## config.mk

```make
export PLATFORM = sky130hd
export DESIGN_NAME = alu_cmd_issuer
export DESIGN_NICKNAME = d
export VERILOG_FILES = /design/src/rtl/alu_cmd_issuer.sv
export SDC_FILE = /design/constraint.sdc
export NUM_CORES = 1
export LEC_CHECK = 0
export ABC_CLOCK_PERIOD_IN_PS = 3900
export CORE_ASPECT_RATIO = 0.5
export CORE_MARGIN = 2
export CORE_UTILIZATION = 45
export DETAILED_ROUTE_END_ITERATION = 8
export GPL_TIMING_DRIVEN = 0
export PLACE_DENSITY_LB_ADDON = 0.3
export SLEW_MARGIN = 5
export SYNTH_ARGS = -nofsm -noshare
export SYNTH_HDL_FRONTEND = slang
export SYNTH_SLANG_ARGS = --single-unit
```

## constraint.sdc

```tcl
create_clock -name clk -period 3.9 [get_ports clk]
set_input_delay 0.39 -clock clk [delete_from_list [all_inputs] [get_ports clk]]
set_output_delay 0.39 -clock clk [all_outputs]
set_load 0.02 [all_outputs]
```

## src/rtl/alu_cmd_issuer.sv

```systemverilog
// Command front end for the 4-bit ALU: tagged request FIFO, issue/capture FSM, response channel.
// Optional build macro ALU_CMD_ACC_EN adds cmd_acc and an accumulator feeding alu_b.
module alu_cmd_issuer #(
  parameter int DEPTH = 4,
  parameter int TAG_W = 2,
  localparam int CNT_W = $clog2(DEPTH + 1)
) (
  input  logic             clk,
  input  logic             rst_n,
  input  logic             cmd_valid,
  output logic             cmd_ready,
  input  logic [3:0]       cmd_a,
  input  logic [3:0]       cmd_b,
  input  logic [2:0]       cmd_op,
  input  logic [TAG_W-1:0] cmd_tag,
`ifdef ALU_CMD_ACC_EN
  input  logic             cmd_acc,
`endif
  output logic [3:0]       alu_a,
  output logic [3:0]       alu_b,
  output logic [2:0]       alu_op,
  input  logic [3:0]       alu_result,
  input  logic             alu_carry,
  output logic             rsp_valid,
  input  logic             rsp_ready,
  output logic [3:0]       rsp_result,
  output logic             rsp_carry,
  output logic [TAG_W-1:0] rsp_tag,
  output logic             busy,
  output logic [CNT_W-1:0] fifo_count,
  output logic [1:0]       state_dbg
);

  // Both channels use valid/ready: a transfer happens on the rising edge where valid && ready;
  // the source holds its payload stable while valid is high and ready is low.

  localparam int PTR_W = (DEPTH > 1) ? $clog2(DEPTH) : 1;

  typedef enum logic [1:0] {
    ST_IDLE    = 2'd0,
    ST_ISSUE   = 2'd1,
    ST_CAPTURE = 2'd2,
    ST_WAIT    = 2'd3
  } state_t;

  state_t state;

  logic [3:0]       mem_a   [DEPTH];
  logic [3:0]       mem_b   [DEPTH];
  logic [2:0]       mem_op  [DEPTH];
  logic [TAG_W-1:0] mem_tag [DEPTH];
  logic [PTR_W-1:0] wr_ptr;
  logic [PTR_W-1:0] rd_ptr;
  logic             push;
  logic             pop;
  logic [3:0]       head_b;

  assign cmd_ready = (fifo_count != CNT_W'(DEPTH));
  assign push      = cmd_valid && cmd_ready;
  // The head entry leaves the FIFO on the edge that captures its result.
  assign pop       = (state == ST_ISSUE);
  assign busy      = (state != ST_IDLE) || (fifo_count != '0);
  assign state_dbg = state;

`ifdef ALU_CMD_ACC_EN
  logic       mem_acc [DEPTH];
  logic [3:0] acc_q;

  always_ff @(posedge clk) begin
    if (push) begin
      mem_acc[wr_ptr] <= cmd_acc;
    end
  end

  assign head_b = mem_acc[rd_ptr] ? acc_q : mem_b[rd_ptr];
`else
  assign head_b = mem_b[rd_ptr];
`endif

  // Storage needs no reset: only entries below fifo_count are ever read.
  always_ff @(posedge clk) begin
    if (push) begin
      mem_a[wr_ptr]   <= cmd_a;
      mem_b[wr_ptr]   <= cmd_b;
      mem_op[wr_ptr]  <= cmd_op;
      mem_tag[wr_ptr] <= cmd_tag;
    end
  end

  always_ff @(posedge clk or negedge rst_n) begin
    if (!rst_n) begin
      wr_ptr     <= '0;
      rd_ptr     <= '0;
      fifo_count <= '0;
    end else begin
      if (push) begin
        wr_ptr <= wr_ptr + PTR_W'(1);
      end
      if (pop) begin
        rd_ptr <= rd_ptr + PTR_W'(1);
      end
      if (push && !pop) begin
        fifo_count <= fifo_count + CNT_W'(1);
      end else if (!push && pop) begin
        fifo_count <= fifo_count - CNT_W'(1);
      end
    end
  end

  // ISSUE is the cycle the ALU inputs are stable; CAPTURE is the first cycle the response
  // is offered, and it completes there if rsp_ready is already high (3-cycle throughput).
  always_ff @(posedge clk or negedge rst_n) begin
    if (!rst_n) begin
      state      <= ST_IDLE;
      alu_a      <= '0;
      alu_b      <= '0;
      alu_op     <= '0;
      rsp_valid  <= 1'b0;
      rsp_result <= '0;
      rsp_carry  <= 1'b0;
      rsp_tag    <= '0;
`ifdef ALU_CMD_ACC_EN
      acc_q      <= '0;
`endif
    end else begin
      case (state)
        ST_IDLE: begin
          if (fifo_count != '0) begin
            alu_a  <= mem_a[rd_ptr];
            alu_b  <= head_b;
            alu_op <= mem_op[rd_ptr];
            state  <= ST_ISSUE;
          end
        end
        ST_ISSUE: begin
          rsp_result <= alu_result;
          rsp_carry  <= alu_carry;
          rsp_tag    <= mem_tag[rd_ptr];
          rsp_valid  <= 1'b1;
`ifdef ALU_CMD_ACC_EN
          acc_q      <= alu_result;
`endif
          state      <= ST_CAPTURE;
        end
        ST_CAPTURE, ST_WAIT: begin
          if (rsp_ready) begin
            rsp_valid <= 1'b0;
            state     <= ST_IDLE;
          end else begin
            state <= ST_WAIT;
          end
        end
        default: state <= ST_IDLE;
      endcase
    end
  end

endmodule

```

==> impl_metrics.toml <==
[run_status]
status = "finished, final reports clean"

[power_and_ir_drop]
seq_power_share_pct = 39.4
netSwitchingFraction_pct = 30.77
power_mw = 3.348
max-vdd-ir-drop_mv = 0.3064
p_leak_nw = 1.481
p_int_mw = 2.318
pwr-share-clk_pct = 25.1
p_comb_share_pct = 35.5
power_density_mw_per_mm2 = 839.9
p_switching_mw = 1.030

[global_route]
antenna_found_initial = 0
grt-ovfl-total = 0
grtUsageTotal_pct = 15.25
grt_max_degree = 29
grt_pass1_vias = 1603
grt_pass1_wl_mm = 8.197

[timing]
finalHoldViolCount = 0
slew_viol_final = 0
setup_viol = 0
rsz0062_at_grt = "false"
worst_slew_pin_slew_ps = 727.8
period_share_pct = 53.80
skew_ps = 8.248
relSlewSlack_pct = 51.48
min_period_ps = 2098
setup-tns-final_ps = 0
max_freq_ghz = 0.4766
hold_ws_ps = 72.40
fin_ws_ps = 1802

[clock_tree]
path_clk_slew_ps = 60
postCtsHoldBufs = 0
post_cts_buffers = 0
cts_made_buffers = 9
cts_max_level = 3
clock_path_buffers = 2
cts.sinks = 80
clockRootBuffer = "clkbuf_16"
cts_tree = "built"
cts_resized = 0
clkLatencyLatePin_ps = 340

[setup_path]
crit_slowest_cell = "clkdlybuf4s50_1"
crit_arrival_ps = 1710
critPathBufInv = 1
crit_family = "buffers and inverters"
cpPeakStageDelay_ps = 550
cp-start-kind = "flip-flop"
critPathKind = "reg2out"
worst_ep_required_time_ps = 3510
end_kind = "output port"
critPathMaxFanout = 5
crit_chain = "nor3_1, nand2_1, clkdlybuf4s50_1"

[layout]
area_growth_pct = 28.57
fillers = 489
nNetsFinal = 240
drive_above_1_share_pct = 21.20
layout_common_cells = "edfxtp_1 (52), clkdlybuf4s50_1 (46), dfrtp_1 (28), mux2_2 (16), clkbuf_16 (9)"
layout_commonest_cell = "edfxtp_1"
stdcell_count = 309
diodes = 0

[yosys]
synthTopCellsByArea = "edfxtp_1 (50%), dfrtp_1 (23%), mux2_2 (5.8%)"
yosys.area.top_type = "edfxtp_1"
async_reset_ff_share_pct = 35.00
synth_top_area_share_pct = 50.36
yosys_warnings = 0
synth-seq-area-share_pct = 72.96
synthesis.nets = 182
ys.flop_type = "edfxtp_1"
synth.avg_cell_area_um2 = 20.13
synth.ff_latch_count = 80
ys_types = 23
synthCells = 154
synth_edf_count = 52
syn-cell-area_mm2 = 0.003100

[placement]
io_buffers = 47
place_ws_ps = 1552
place_hpwl_mm = 3.312
gp_congestion = 0.6571
dp.cells = 293

[route]
vias = 1515
routed_wl_mm = 5.148
firstDrtPassIters = 5
drc_errors = 0
drt-initial-drc-count = 47
ant_nets = 0
wl_per_cell_um = 16.66
vias_per_cell = 4.903

[min_path]
holdCritPathClass = "in2async"

[floorplanning]
core_mm2 = 0.006674
die_x_um = 121.4
start_util_pct = 46.46
die_area_mm2 = 0.007610
die_h_um = 62.70
placementRows = 21
boundaryPins = 48

[flow_run]
max_cap_violations = 0
==> state kept, by name, indices dropped and copies added (netlist names), 3 cells and up <==
name and flops:
alu_a 4, alu_b 4, alu_op 3, fifo_count 3, mem_a 16, mem_b 16
mem_op 12, mem_tag 8, rsp_result 4
==> cell usage after synthesis, drive strengths merged, types with 2 or more instances <==
master and n:
xor2 3, edfxtp 52, nand2 3, mux2 20, buf 5, nand2b 2
mux4 13, nor2 5, dfrtp 28, xnor2 3, inv 5, ha 5
and2 4
==> worst paths after layout <==
check                      cells after the start  slack [ps]                      start                        end
max in group asynchronous                      1        3400                      rst_n  rsp_result[2]$_DFFE_PN0N_
hold / removal                                 1          70                      rst_n      alu_op[1]$_DFFE_PN0P_
hold reg to reg                                1         490       alu_a[0]$_DFFE_PN0P_       alu_a[0]$_DFFE_PN0P_
setup reg to reg                               8        1860  fifo_count[0]$_DFFE_PN0P_  fifo_count[2]$_DFFE_PN0P_
min in group clk                               1         490       alu_a[0]$_DFFE_PN0P_       alu_a[0]$_DFFE_PN0P_
setup / recovery                               3        1800  fifo_count[0]$_DFFE_PN0P_                       busy
==> per-stage QoR <==
| step | util, % | instance area (um^2) |
|---|---|---|
| detailed placement | 55.16 | 3681 |
| floorplan | - | 3100 |
| global route | 59.73 | 3986 |
| CTS | 59.73 | 3986 |
| finish | 59.73 | 3986 |
| global placement | 55.23 | 3686 |
==> power groups by stage <==
stage | Clock, mW | Sequential [mW] | Combinational (mW)
3_5_place_dp | 0 | 1.34 | 1.21
2_1_floorplan | 0 | 1.47 | 0.609
4_1_cts | 0.855 | 1.32 | 1.21
5_1_grt | 0.887 | 1.35 | 1.29
6_report | 0.841 | 1.32 | 1.19
3_3_place_gp | 0 | 1.32 | 1.18
==> kinds of logic after synthesis <==
kind of cell / share of synthesized area (%)
AO/OA/AOI/OAI: 0.7263
AND/OR/NAND/NOR: 2.542
flip-flops: 72.96
adder cells (fa/ha/maj): 2.663
multiplexers: 17.31
XOR/XNOR: 1.695
buffers and inverters: 2.098
==> area by class of cell <==
cell class	count	area, um^2	area share (%)
Tap cell	92	115.1	2.888
Inverter	5	18.77	0.4708
Buffer	5	46.29	1.161
Multi-Input combinational cell	64	773.2	19.40
Sequential cell	80	2262	56.75
Clock buffer	9	225.2	5.650
Clock inverter	7	80.08	2.009
Timing Repair Buffer	47	465.4	11.68
==> metal layers <==
layer | track usage [%] | vias to the layer above | part of all wire (%)
met3 | 6.113 | 8 | 6.2
met5 | 0 | - | 0
met1 | 18.09 | 761 | 42
met2 | 25.56 | 45 | 50
met4 | 5.172 | 0 | 1.4
li1 | - | 701 | -
Note: power is estimated with default switching activity, not from simulation.
